<file path="src/rtl/cdc_pkg.sv">
// Shared constants for the clock-domain-crossing blocks.
package cdc_pkg;

  localparam int DEF_BUS_WIDTH   = 8;
  localparam int DEF_SYNC_STAGES = 2;
  localparam int MIN_SYNC_STAGES = 2;
  localparam int MAX_SYNC_STAGES = 4;

endpackage : cdc_pkg

</file>
<file path="src/rtl/bit_sync.sv">
// Single-bit synchroniser: NUM_STAGES flop chain into the clk domain.
module bit_sync
  import cdc_pkg::*;
#(
  parameter int NUM_STAGES = DEF_SYNC_STAGES
) (
  input  logic clk,
  input  logic rst,
  input  logic d,
  output logic q
);

  if (NUM_STAGES < MIN_SYNC_STAGES || NUM_STAGES > MAX_SYNC_STAGES) begin : g_bad_stages
    $error("bit_sync: NUM_STAGES must be in %0d..%0d", MIN_SYNC_STAGES, MAX_SYNC_STAGES);
  end

  logic [NUM_STAGES-1:0] chain;

  // NOTE: sequential state uses non-blocking assignments so every flop in the
  // chain samples the value its predecessor held before this edge.
  always_ff @(posedge clk or negedge rst) begin
    if (!rst) chain <= '0;
    else      chain <= {chain[NUM_STAGES-2:0], d};
  end

  assign q = chain[NUM_STAGES-1];

endmodule : bit_sync

</file>
<file path="src/rtl/data_sync.sv">
// Multi-bit CDC receiver: synchronised enable edge captures a stable bus
// into a holding register offered to the consumer with a valid/ready handshake.
module data_sync
  import cdc_pkg::*;
#(
  parameter int BUS_WIDTH  = DEF_BUS_WIDTH,
  parameter int NUM_STAGES = DEF_SYNC_STAGES
) (
  input  logic                 clk,
  input  logic                 rst,
  input  logic [BUS_WIDTH-1:0] unsync_bus,
  input  logic                 bus_enable,
  input  logic                 sync_ready,
  input  logic                 clr_overrun,
  output logic [BUS_WIDTH-1:0] sync_bus,
  output logic                 sync_valid,
  output logic                 enable_pulse,
  output logic                 overrun
);

  if (NUM_STAGES < MIN_SYNC_STAGES || NUM_STAGES > MAX_SYNC_STAGES) begin : g_bad_stages
    $error("data_sync: NUM_STAGES must be in %0d..%0d", MIN_SYNC_STAGES, MAX_SYNC_STAGES);
  end

  logic en_sync;
  logic en_q;
  logic rise;
  logic capture;
  logic drop;

  bit_sync #(.NUM_STAGES(NUM_STAGES)) u_enable_sync (
    .clk (clk),
    .rst (rst),
    .d   (bus_enable),
    .q   (en_sync)
  );

  assign rise    = en_sync & ~en_q;
  // A consumer accepting in the same cycle frees the register for the new word.
  assign capture = rise & (~sync_valid | sync_ready);
  assign drop    = rise & sync_valid & ~sync_ready;

  // NOTE: the data register is reset along with the control flops so the
  // consumer never sees an undefined bus after reset release.
  always_ff @(posedge clk or negedge rst) begin
    if (!rst) begin
      en_q         <= 1'b0;
      sync_bus     <= '0;
      sync_valid   <= 1'b0;
      enable_pulse <= 1'b0;
      overrun      <= 1'b0;
    end else begin
      en_q         <= en_sync;
      enable_pulse <= capture;

      if (capture) sync_bus <= unsync_bus;

      if (capture)                       sync_valid <= 1'b1;
      else if (sync_valid && sync_ready) sync_valid <= 1'b0;

      // Setting has priority so a collision with a clear never loses an overrun.
      if (drop)             overrun <= 1'b1;
      else if (clr_overrun) overrun <= 1'b0;
    end
  end

endmodule : data_sync

</file>
<file path="config.mk">
export PLATFORM = sky130hd
export DESIGN_NAME = data_sync
export DESIGN_NICKNAME = d
export VERILOG_FILES = /design/src/rtl/cdc_pkg.sv /design/src/rtl/bit_sync.sv /design/src/rtl/data_sync.sv
export SDC_FILE = /design/constraint.sdc
export NUM_CORES = 1
export LEC_CHECK = 0
export CORE_MARGIN = 4
export CORE_UTILIZATION = 42
export DETAILED_ROUTE_END_ITERATION = 10
export PLACE_DENSITY = 0.8
export SYNTH_ARGS = -nofsm -noshare
export SYNTH_HDL_FRONTEND = slang
export SYNTH_SLANG_ARGS = --single-unit
</file>
<file path="constraint.sdc">
create_clock -name clk -period 2.25 [get_ports clk]
set_input_delay 0.3375 -clock clk [delete_from_list [all_inputs] [get_ports clk]]
set_output_delay 0.3375 -clock clk [all_outputs]
set_load 0.02 [all_outputs]
</file>
==> results of run 1 <==
cell usage after synthesis:
master / n / area share, %
nand2b_4: 2 / 5.0
dfrtp_1: 14 / 64
buf_12: 1 / 3.7
nand2_1: 1 / 0.69
mux2_4: 8 / 22
o22ai_1: 1 / 1.1
nor2b_4: 1 / 2.5
inv_1: 1 / 0.69
power by group through the flow:
stage	logic, mW	clock network [mW]	registers [mW]
2_1_floorplan	0.0573	0	0.345
3_3_place_gp	0.183	0	0.307
3_5_place_dp	0.186	0	0.309
4_1_cts	0.186	0.136	0.305
5_1_grt	0.194	0.147	0.309
6_report	0.184	0.128	0.304
metrics by stage:
| stage | setup slack [ps] | power, mW | std cells | utilization (%) | hold WS (ps) |
|---|---|---|---|---|---|
| finish | 643.0 | 0.6161 | 68 | 67.95 | 360.6 |
| floorplan | 990.3 | 0.4025 | 29 | - | 41.91 |
| CTS | 627.6 | 0.6268 | 68 | 67.95 | 360.5 |
| global placement | 549.7 | 0.4901 | 65 | 66.03 | 332.2 |
| detailed placement | 516.9 | 0.4946 | 65 | 66.03 | 343.4 |
| global route | 601.6 | 0.6506 | 68 | 67.95 | 364.0 |
kinds of logic (layout without fill, tap and decap cells):
| group | count (synthesis) | count (layout) | share of synthesized area [%] |
|---|---|---|---|
| compound gates | 1 | 1 | 1.148 |
| buf+inv | 2 | 27 | 4.357 |
| flops | 14 | 14 | 64.22 |
| mux | 8 | 8 | 22.02 |
| simple gates | 4 | 4 | 8.256 |
metal layers:
metal | part of all wire [%] | vias to the layer above
met2 | 48 | 19
met1 | 40 | 145
met5 | 0 | -
met4 | 0.83 | 0
li1 | - | 147
met3 | 11 | 2
layout make-up:
type	count	area, µm²	share of cell area (%)
timing repair buffer	23	230.2	28.93
multi-input combinational	13	171.4	21.54
clock buffer	3	22.52	2.830
inverter	1	3.754	0.4717
tap	14	17.52	2.201
sequential	14	350.3	44.03
sequential cells by signal, indices dropped and copies added, names as in the netlist:
| signal | flops |
|---|---|
| overrun | 1 |
| sync_valid | 1 |
| sync_bus | 8 |
| enable_pulse | 1 |
| u_enable_sync.chain | 2 |
| en_q | 1 |
final timing paths:
kind                                        start                endpoint  slack [ps]  cells past startpoint
max                                    sync_valid              sync_valid         640                      1
min                        u_enable_sync.chain[0]  u_enable_sync.chain[1]         360                      0
max reg2reg                                  en_q             sync_bus[5]         970                      3
min reg2reg                u_enable_sync.chain[0]  u_enable_sync.chain[1]         360                      0
max in group asynchronous                     rst             sync_bus[5]        1420                      1
min in group asynchronous                     rst             sync_bus[6]         450                      1
==> metrics.cfg, run 1 <==
[floorplanning]
fp.dieW_um = 44.04
core_area_um2 = 1171
top_level_ports = 24
core.rowCount = 12
die_area_um2 = 1940
die_height_um = 44.04
initial_core_util_pct = 46.58

[clock_network]
cts_tree = yes
root_buffer = clkbuf_4
ctsResizeCount = 0
cts_made_buffers = 3
clockBufferDepth = 2
cts_sinks = 14
cts_setup_buffers = 0
cts.clk_slew.worst_paths_ps = 70
htreeDepth = 1
clock_latency_ps = 260
cts_hold_repair.buffers = 0

[sta]
hold_violations = 0
min_period_over_period_pct = 71.42
slew_viol_final = 0
tns_ps = 0
rsz0062_at_grt = false
relSlewSlack_pct = 60.11
skew_ps = 1.341
tightest_slew_ps = 596.5
fmax_ghz = 0.6223
fin_crit_ps = 1607
report.final.setup_viol = 0

[grt]
grt_max_degree = 15
grtUsageMet3_pct = 4.472
met2_usage_pct = 19.19
grt.overflow.total = 0
busiest_layer = met2
antenna_found_initial = 0
grt_pass1_vias = 366
met1_usage_pct = 14.81
grt_use_total_pct = 12.16
grt_pass1_wl_um = 1662

[setup_path]
end_kind = primary output
cp.required_ps = 1910
cp_slowest_stage_delay_ps = 620
path_delay_family = buffers and inverters
worstPathCellList = clkdlybuf4s50_1
cp_slowest_cell = clkdlybuf4s50_1
path_max_fanout = 2
crit_type = flip-flop to primary output
cp_data_arrival_time_ps = 1270
cp-start-kind = flip-flop
path_buf_inv = 1

[yosys]
yosysWarnings = 0
synth-seq-area-share_pct = 64.22
synthDistinctLibCells = 8
synthesis.area_um2 = 545.5
synthesis.nets = 42
synthCells = 29
syn_area_per_cell_um2 = 18.81
ys_ff_latch = 14

[final_layout]
final_common_cell = clkdlybuf4s50_1
drive_gt1_share_pct = 25.93
nNetsFinal = 69
nFillCells = 89
final_cell_mix = 23 x clkdlybuf4s50_1, 14 x dfrtp_1, 8 x mux2_4
synthToLayoutAreaGrowth_pct = 45.87
final_area_um2 = 795.8
antenna_cells = 0

[route]
first_pass_iters = 2
vias_per_cell = 4.603
drtAntennaViolNets = 0
wl_per_cell_um = 14.21
wirelength_um = 966
route.detailed.drc = 0
vias = 313
drt-initial-drc-count = 2

[power]
p_seq_share_pct = 49.4
clockPowerShare_pct = 20.8
power_density_nw_per_um2 = 774.2
switching_share_pct = 25.70
switching_power_mw = 0.1583
ir_drop_mv = 0.4512
p_leak_nw = 0.3614
p_comb_share_pct = 29.8
p_int_mw = 0.4578

[outcome]
status = finished, final reports clean

[hold_path]
hold_path.class = flip-flop to flip-flop

[place]
place_congestion = 0.6263
dp_hpwl_um = 749.6
placed_cell_area_um2 = 773.2
io_buffers = 23

[run]
max_cap_viol_count = 0

Note: power is estimated with default switching activity, not from simulation.
==> run 2, diff against run 1 <==
--- a/config.mk
+++ b/config.mk
@@ -6,9 +6,9 @@
 export NUM_CORES = 1
 export LEC_CHECK = 0
 export CORE_MARGIN = 4
-export CORE_UTILIZATION = 42
+export CORE_UTILIZATION = 35
 export DETAILED_ROUTE_END_ITERATION = 10
-export PLACE_DENSITY = 0.8
+export PLACE_DENSITY = 0.71
 export SYNTH_ARGS = -nofsm -noshare
 export SYNTH_HDL_FRONTEND = slang
 export SYNTH_SLANG_ARGS = --single-unit
==> constraint.sdc (replaced) <==
create_clock -name clk -period 1.4 [get_ports clk]
set_input_delay 0.21 -clock clk [delete_from_list [all_inputs] [get_ports clk]]
set_output_delay 0.21 -clock clk [all_outputs]
set_load 0.02 [all_outputs]
==> run 2 against run 1 <==
Largest cell class unchanged; sequential share of layout area shrank 1.5 points; largest power group unchanged; global-route usage shrank 2.2 points; via count grew 0.96%; count of clock-buffer cells in the layout grew 1; routed wire length grew 2.2%; combinational power grew 46%; first-iteration DRC count shrank 100%; utilization shrank 8.3 points; highest routed layer is now met3; register-to-register slack lost 770 ps; sequential power grew 61%; cell area grew 3.6%.
==> metrics.cfg, run 2 (same netlist as run 1, synthesis figures left out) <==
[power]
p_leak_nw = 0.4024  ; +11%
ir_drop_mv = 0.5194  ; +15%
power_density_nw_per_um2 = 1262  ; +63%
total_power_mw = 1.041  ; +69%

[sta]
fmax_ghz = 0.8082
min_period_over_period_pct = 88.38
report.final.setup_viol = 0  ; unchanged
setup_ws_ps = 162.6  ; -480.3 ps
slew_viol_final = 0  ; unchanged
tightest_slew_ps = 217.0  ; -379.5 ps
hold_slack_ps = 230.3  ; -130.3 ps
relSlewSlack_pct = 85.59  ; +25 points
fin_crit_ps = 1237
rsz0062_at_grt = false
skew_ps = 1.532  ; +0.1914 ps
hold_violations = 0  ; unchanged
tns_ps = 0  ; unchanged

[setup_path]
r2r-start = en_q
cp-start-kind = input pin
path_max_fanout = 9  ; +7
path_buf_inv = 2  ; +1
worstPathCellList = clkdlybuf4s50_1, nand2b_4, nor2b_4, buf_12, mux2_4
rr_endpoint = sync_bus[0]
end_kind = flip-flop
path_delay_family = buffers and inverters
reg2reg_slack_ps = 200  ; -770 ps
cp_slowest_cell = clkdlybuf4s50_1
cp.required_ps = 1560  ; -350 ps
crit_type = input pin to flip-flop
cp_slowest_stage_delay_ps = 460  ; -160 ps
cp_data_arrival_time_ps = 1400  ; +130 ps
r2r_cells = 4  ; +1

[final_layout]
final_cell_mix = 14 x dfrtp_1, 12 x clkdlybuf4s50_1, 11 x dlygate4sd2_1
synthToLayoutAreaGrowth_pct = 51.15
antenna_cells = 0  ; unchanged
largest_reg_flops = 8  ; unchanged
final_common_cell = dfrtp_1
final_core_util_pct = 59.64  ; -8.3 points
nNetsFinal = 71  ; +2.9%
final_area_um2 = 824.5  ; +3.6%
top_regs = sync_bus (8), u_enable_sync.chain (2)
drive_gt1_share_pct = 29.82  ; +3.9 points
regMostFlops = sync_bus
layoutNonFillerInstCount = 72  ; +5.9%

[grt]
grt.overflow.total = 0  ; unchanged
grt_pass1_wl_um = 1504  ; -9.5%
grt_use_total_pct = 9.977  ; -2.2 points
grt_pass1_vias = 357  ; -2.5%
grt_max_degree = 15  ; unchanged
antenna_found_initial = 0  ; unchanged

[route]
drt-initial-drc-count = 0  ; -2
route.detailed.drc = 0  ; unchanged
wirelength_um = 987  ; +2.2%
first_pass_iters = 1  ; -1
drtAntennaViolNets = 0  ; unchanged
vias_per_cell = 4.389  ; -4.7%
wl_per_cell_um = 13.71  ; -3.5%
vias = 316  ; +0.96%

[floorplanning]
initial_core_util_pct = 39.46  ; -7.1 points
core.rowCount = 13  ; +1
die_area_um2 = 2254  ; +16%
die_height_um = 47.48  ; +7.8%
core_area_um2 = 1383  ; +18%
fp.dieW_um = 47.48  ; +7.8%
top_level_ports = 24  ; unchanged

[place]
io_buffers = 23  ; unchanged
post-place-ws_ps = -118.9  ; -635.8 ps
placed_cells = 68  ; +4.6%
placed_cell_area_um2 = 802.0  ; +3.7%
place_congestion = 0.6382  ; +1.9%

[clock_network]
cts_made_buffers = 3  ; unchanged
cts_tree = yes
cts_hold_repair.buffers = 0  ; unchanged
clockBufferDepth = 2  ; unchanged
cts_sinks = 14  ; unchanged
root_buffer = clkbuf_4
cts.clk_slew.worst_paths_ps = 80  ; about the same
clock_latency_ps = 270  ; about the same
htreeDepth = 1  ; unchanged
cts_setup_buffers = 0  ; unchanged

[run]
max_cap_viol_count = 0  ; unchanged

[outcome]
status = finished, final reports clean

[hold_path]
hold_path.class = input pin to async pin

-- run 2: cell types whose count changed in the layout (fill, tap and decap cells not counted) --
cell / previous run / this run
buf_4: 0 / 1
clkdlybuf4s50_1: 23 / 12
clkbuf_8: 0 / 1
dlygate4sd2_1: 0 / 11
buf_12: 0 / 1
-- run 2: worst max path at each step --
stage / start / endpoint / slack (ps) / cells after the start
2_1_floorplan: sync_valid / sync_bus[0] / 140 / 4
3_3_place_gp: sync_ready / sync_bus[0] / -100 / 5
3_5_place_dp: sync_ready / sync_bus[0] / -120 / 5
4_1_cts: sync_valid / sync_valid / 160 / 1
5_1_grt: sync_valid / sync_valid / 130 / 1
6_report: sync_ready / sync_bus[0] / 160 / 5
-- run 2: cell type report --
| type | count | area, µm² |
|---|---|---|
| Multi-Input combinational cell | 13 | 171.4 |
| Fill cell | 128 | 558.0 |
| Timing Repair Buffer | 25 | 244.0 |
| Sequential cell | 14 | 350.3 |
| Tap cell | 15 | 18.77 |
| Inverter | 1 | 3.754 |
| Clock buffer | 4 | 36.28 |
-- run 2: power by group --
group | switching, mW | leakage, nW | total (mW) | internal (mW)
Clock | 0.125 | 0.0210 | 0.283 | 0.158
Sequential | 0.0314 | 0.167 | 0.489 | 0.457
Combinational | 0.118 | 0.214 | 0.269 | 0.151
-- run 2: metal layers --
metal  GRT usage (%)  wire (µm)  vias up
met5               0          0        -
met4           3.315          0        0
met3           3.759         80        0
met2           16.84        492       14
met1           11.61        415      151
li1                -          -      151
-- run 2: timing repair --
item,in CTS,in global routing
endpoints found under the hold margin,0,0
endpoints found under the setup margin,11,0
gates resized for setup,11,0
==> patch 1, RTL diff (config.mk and constraints of run 2) <==
Reset style: synchronous (`rst`), changed in 2 clocked blocks.
--- a/src/rtl/bit_sync.sv
+++ b/src/rtl/bit_sync.sv
@@ -19,5 +19,5 @@
   // NOTE: sequential state uses non-blocking assignments so every flop in the
   // chain samples the value its predecessor held before this edge.
-  always_ff @(posedge clk or negedge rst) begin
+  always_ff @(posedge clk) begin
     if (!rst) chain <= '0;
     else      chain <= {chain[NUM_STAGES-2:0], d};
--- a/src/rtl/data_sync.sv
+++ b/src/rtl/data_sync.sv
@@ -43,5 +43,5 @@
   // NOTE: the data register is reset along with the control flops so the
   // consumer never sees an undefined bus after reset release.
-  always_ff @(posedge clk or negedge rst) begin
+  always_ff @(posedge clk) begin
     if (!rst) begin
       en_q         <= 1'b0;
Formal check against the unedited RTL: differs if rst is asserted again (counterexample within 4 cycles, from zero or initial values and one cycle with rst low); with rst held inactive, the same outputs for 10 cycles.
==> patch 1 against run 2 <==
  * Synthesized area shrank 2.3%
  * Clock skew shrank 0.00073 ns
  * Sequential cell count is the same
  * Global-route usage grew 0.48 points
  * Cell area shrank 5.3%
  * Critical endpoint is now sync_valid
  * Worst setup slack gained 0.050 ns
  * Routed wire length grew 3.1%
Power is not compared: it rests on default switching activity, and its combinational part moved more than twofold at a synthesized area within 25%.
==> patch 1: results (changes against run 2) <==
| Metric | Value |
|---|---|
| Wire per inst | 11.19 µm (-18%) |
| Met3 wire length | 81 µm (+1.3%) |
| Sequential fraction of the synthesis area | 52.58% (-12 points) |
| Multi-input gates | 34 (+21) |
| Fraction of layout instances using a drive strength above 1 | 10.53% (-19 points) |
| Synth top cells by count | 16 x nand2_1, 14 x dfxtp_1, 8 x mux2i_1, 4 x and2_1 |
| GRT Total Usage | 10.45% (+0.48 points) |
| Post-synth cell types | 12 (+4) |
| Synth async-reset ratio | 0% (-100 points) |
| # fillers | 124 (-3.1%) |
| Status | finished clean |
| Post-Syn Nets | 65 (+55%) |
| CP max-delay cell | dfxtp_1 |
| RR Endpoint | sync_bus[5] |
| Hold Worst Slack | 0.4366 ns (+0.2064 ns) |
| Synthesized instance count | 52 (+79%) |
| First-pass GRT wire length | 1.593 mm (+5.9%) |
| Cts repair resizes | 10 (-1) |
| Fraction of area in multi-input gates | 29.17% (+8.4 points) |
| Reg2reg setup slack | 0.37 ns (+0.17 ns) |
| Initial DRC Count | 1 (+1) |
| Met2 wire len | 485 µm (-1.4%) |
| Vias | 416 (+32%) |
| Largest cells by area after synthesis | dfxtp_1 53%, mux2i_1 15%, nand2_1 11% |
| Pre-CTS setup slack | -0.03044 ns (+0.08847 ns) |
| Nonclk buf count | 24 (-4.0%) |
| Vias in the first global route | 387 (+8.4%) |
| Most used DFF post-synth | dfxtp_1 |
patch 1: changes by cell type after synthesis, moves of 2 or more:
| cell | delta |
|---|---|
| dfxtp_1 | +14 |
| nand2_1 | +15 |
| buf_2 | +2 |
| mux2i_1 | +8 |
| and2_1 | +4 |
| dfrtp_1 | -14 |
| mux2_4 | -8 |
patch 1: per-stage QoR:
step | area [µm²] | util, % | TNS [ns]
floorplan | 533.0 | - | 0
global placement | 768.2 | 56.23 | 0
detailed placement | 768.2 | 56.23 | -0.1453
CTS | 778.2 | 56.96 | 0
global route | 780.7 | 57.14 | 0
finish | 780.7 | 57.14 | 0
patch 1: logic make-up (layout without fill, tap and decap cells):
| family | count (synthesis) | count (layout) | synth area share [%] |
|---|---|---|---|
| AO/OA/AOI/OAI | 2 | 2 | 2.583 |
| buffers and inverters | 4 | 28 | 4.694 |
| flip-flops | 14 | 14 | 52.58 |
| multiplexers | 8 | 8 | 15.02 |
| AND/OR/NAND/NOR | 24 | 24 | 25.12 |
==> patch 2, RTL diff (config.mk and constraints of run 2) <==
Without the edit above. The package constant `DEF_BUS_WIDTH` goes from 8 to 6.
--- a/src/rtl/cdc_pkg.sv
+++ b/src/rtl/cdc_pkg.sv
@@ -2,5 +2,5 @@
 package cdc_pkg;
 
-  localparam int DEF_BUS_WIDTH   = 8;
+  localparam int DEF_BUS_WIDTH   = 6;
   localparam int DEF_SYNC_STAGES = 2;
   localparam int MIN_SYNC_STAGES = 2;
Ports: changed (resized sync_bus and unsync_bus); port bits go from 24 to 20. The function was not compared with the original's and may differ.
==> patch 2 against run 2 <==
  * Power fell by 15%
  * Worst setup slack got worse by 0.016 ns
  * Sequential cell count fell by 2
  * Hold slack improved by 0.053 ns
  * Final cell count fell by 14%
  * Synthesized area fell by 16%
  * Cell area fell by 17%
  * Routed wire length fell by 21%
==> patch 2: results (changes against run 2) <==
| Metric | Value |
|---|---|
| Max-slew headroom | 65.27% (-20 points) |
| PD cells | 1290 nW/µm² (+2.2%) |
| Synth async-reset ratio | 100.0% (unchanged) |
| Area after DPL | 660.6 µm² (-18%) |
| P_leak | 0.3371 nW (-16%) |
| Top Registers | sync_bus: 6 flops, u_enable_sync.chain: 2 flops |
| Total setup buffers inserted after CTS | 0 (unchanged) |
| # diodes | 0 (unchanged) |
| Largest cells by area after synthesis | dfrtp_1 66%, mux2_4 20%, nand2b_4 6.0% |
| CP peak stage delay | 0.46 ns (about the same) |
| Post-Syn Nets | 36 (-14%) |
| Wire per inst | 12.56 µm (-8.3%) |
| Nets | 60 (-15%) |
| Synthesized instance count | 25 (-14%) |
| Synth top cells by count | 12 x dfrtp_1, 6 x mux2_4, 2 x nand2b_4 |
| First-pass GRT wire length | 1.324 mm (-12%) |
| Pin count of the biggest net entering global routing | 13 (-2) |
| CP top delay family | buffers and inverters |
| CTS clk-pin slew, worst paths | approximately 0.07 ns |
| H-tree depth | 1 (unchanged) |
| Worst vdd ir | 0.5938 mV (+14%) |
| Vias in the first global route | 309 (-13%) |
| Crit-path max FO | 7 (-2) |
| # placed instances | 58 (-15%) |
| Sequential fraction of the synthesis area | 65.75% (+1.5 points) |
| Cts repair resizes | 9 (-2) |
| Post-synth cell types | 8 (unchanged) |
| Via/cell ratio | 4.435 (+1.1%) |
| Routed wire length | 779 µm (-21%) |
| Fraction of layout instances using a drive strength above 1 | 29.17% (-0.66 points) |
| # fillers | 104 (-19%) |
| CP max-delay cell | clkdlybuf4s50_1 |
| Worst Clk Skew | 0.004754 ns (+0.003222 ns) |
| YS warnings | 0 (unchanged) |
| CTS Buf Count | 3 (unchanged) |
| Worst-Skew Late Latency | 0.27 ns (about the same) |
| RePlAce Congestion | 0.6313 (-1.1%) |
| GR Overflow Total | 0 (unchanged) |
| Pre-Repair DR Iteration Count | 1 (unchanged) |
| Initial DRC Count | 0 (unchanged) |
| IO buf count | 19 (-17%) |
| GRT Total Usage | 9.890% (-0.087 points) |
| Max Buffers Root-to-Sink | 2 (unchanged) |
| Status | finished clean |
| Initial antenna violation count | 0 (unchanged) |
| Pre-CTS setup slack | -0.1353 ns (-0.01636 ns) |
| Min-Delay Path Class | primary input to async pin |
| Root Driver | clkbuf_4 |
| Crit path DAT | 1.40 ns (about the same) |
-- patch 2: kinds of logic after synthesis --
group	synth area share (%)
buffers and inverters	3.287
AND/OR/NAND/NOR	9.862
multiplexers	19.73
flip-flops	65.75
AO/OA/AOI/OAI	1.371
-- patch 2: where the power goes --
group          internal, mW  switching [mW]  leakage [nW]
sequential            0.389          0.0228         0.144
combinational         0.116          0.0936         0.172
clock                 0.158           0.106        0.0210
-- patch 2: worst register-to-register path: cells and delay by family (launching register included) --
family | cells | cell delay [ns]
multiplexers | 1 | 0.33
AND/OR/NAND/NOR | 2 | 0.42
flip-flops | 1 | 0.37
-- patch 2: final cells by class --
| type | instances | share of cell area, % |
|---|---|---|
| Sequential cell | 12 | 43.80 |
| Timing Repair Buffer | 20 | 27.19 |
| Multi-Input combinational cell | 11 | 20.62 |
| Clock buffer | 4 | 5.292 |
| Tap cell | 14 | 2.555 |
| Inverter | 1 | 0.5474 |
-- patch 2: per-layer routing --
metal | track usage (%) | up-vias | share of wire, %
met3 | 3.252 | 2 | 9.9
met4 | 10.84 | 0 | 0.51
li1 | - | 126 | -
met1 | 11.99 | 132 | 42
met2 | 12.79 | 15 | 47
met5 | 0 | - | 0
-- patch 2: path summary, 6_finish.rpt --
kind / from / end / slack [ns] / depth (start not counted)
setup / recovery: sync_ready / sync_bus[0] / 0.15 / 4
hold / removal: rst / sync_valid / 0.28 / 1
max in group asynchronous: rst / sync_bus[4] / 0.77 / 1
min in group clk: u_enable_sync.chain[0] / u_enable_sync.chain[1] / 0.35 / 0
setup reg to reg: en_q / sync_bus[0] / 0.16 / 3
hold reg to reg: u_enable_sync.chain[0] / u_enable_sync.chain[1] / 0.35 / 0
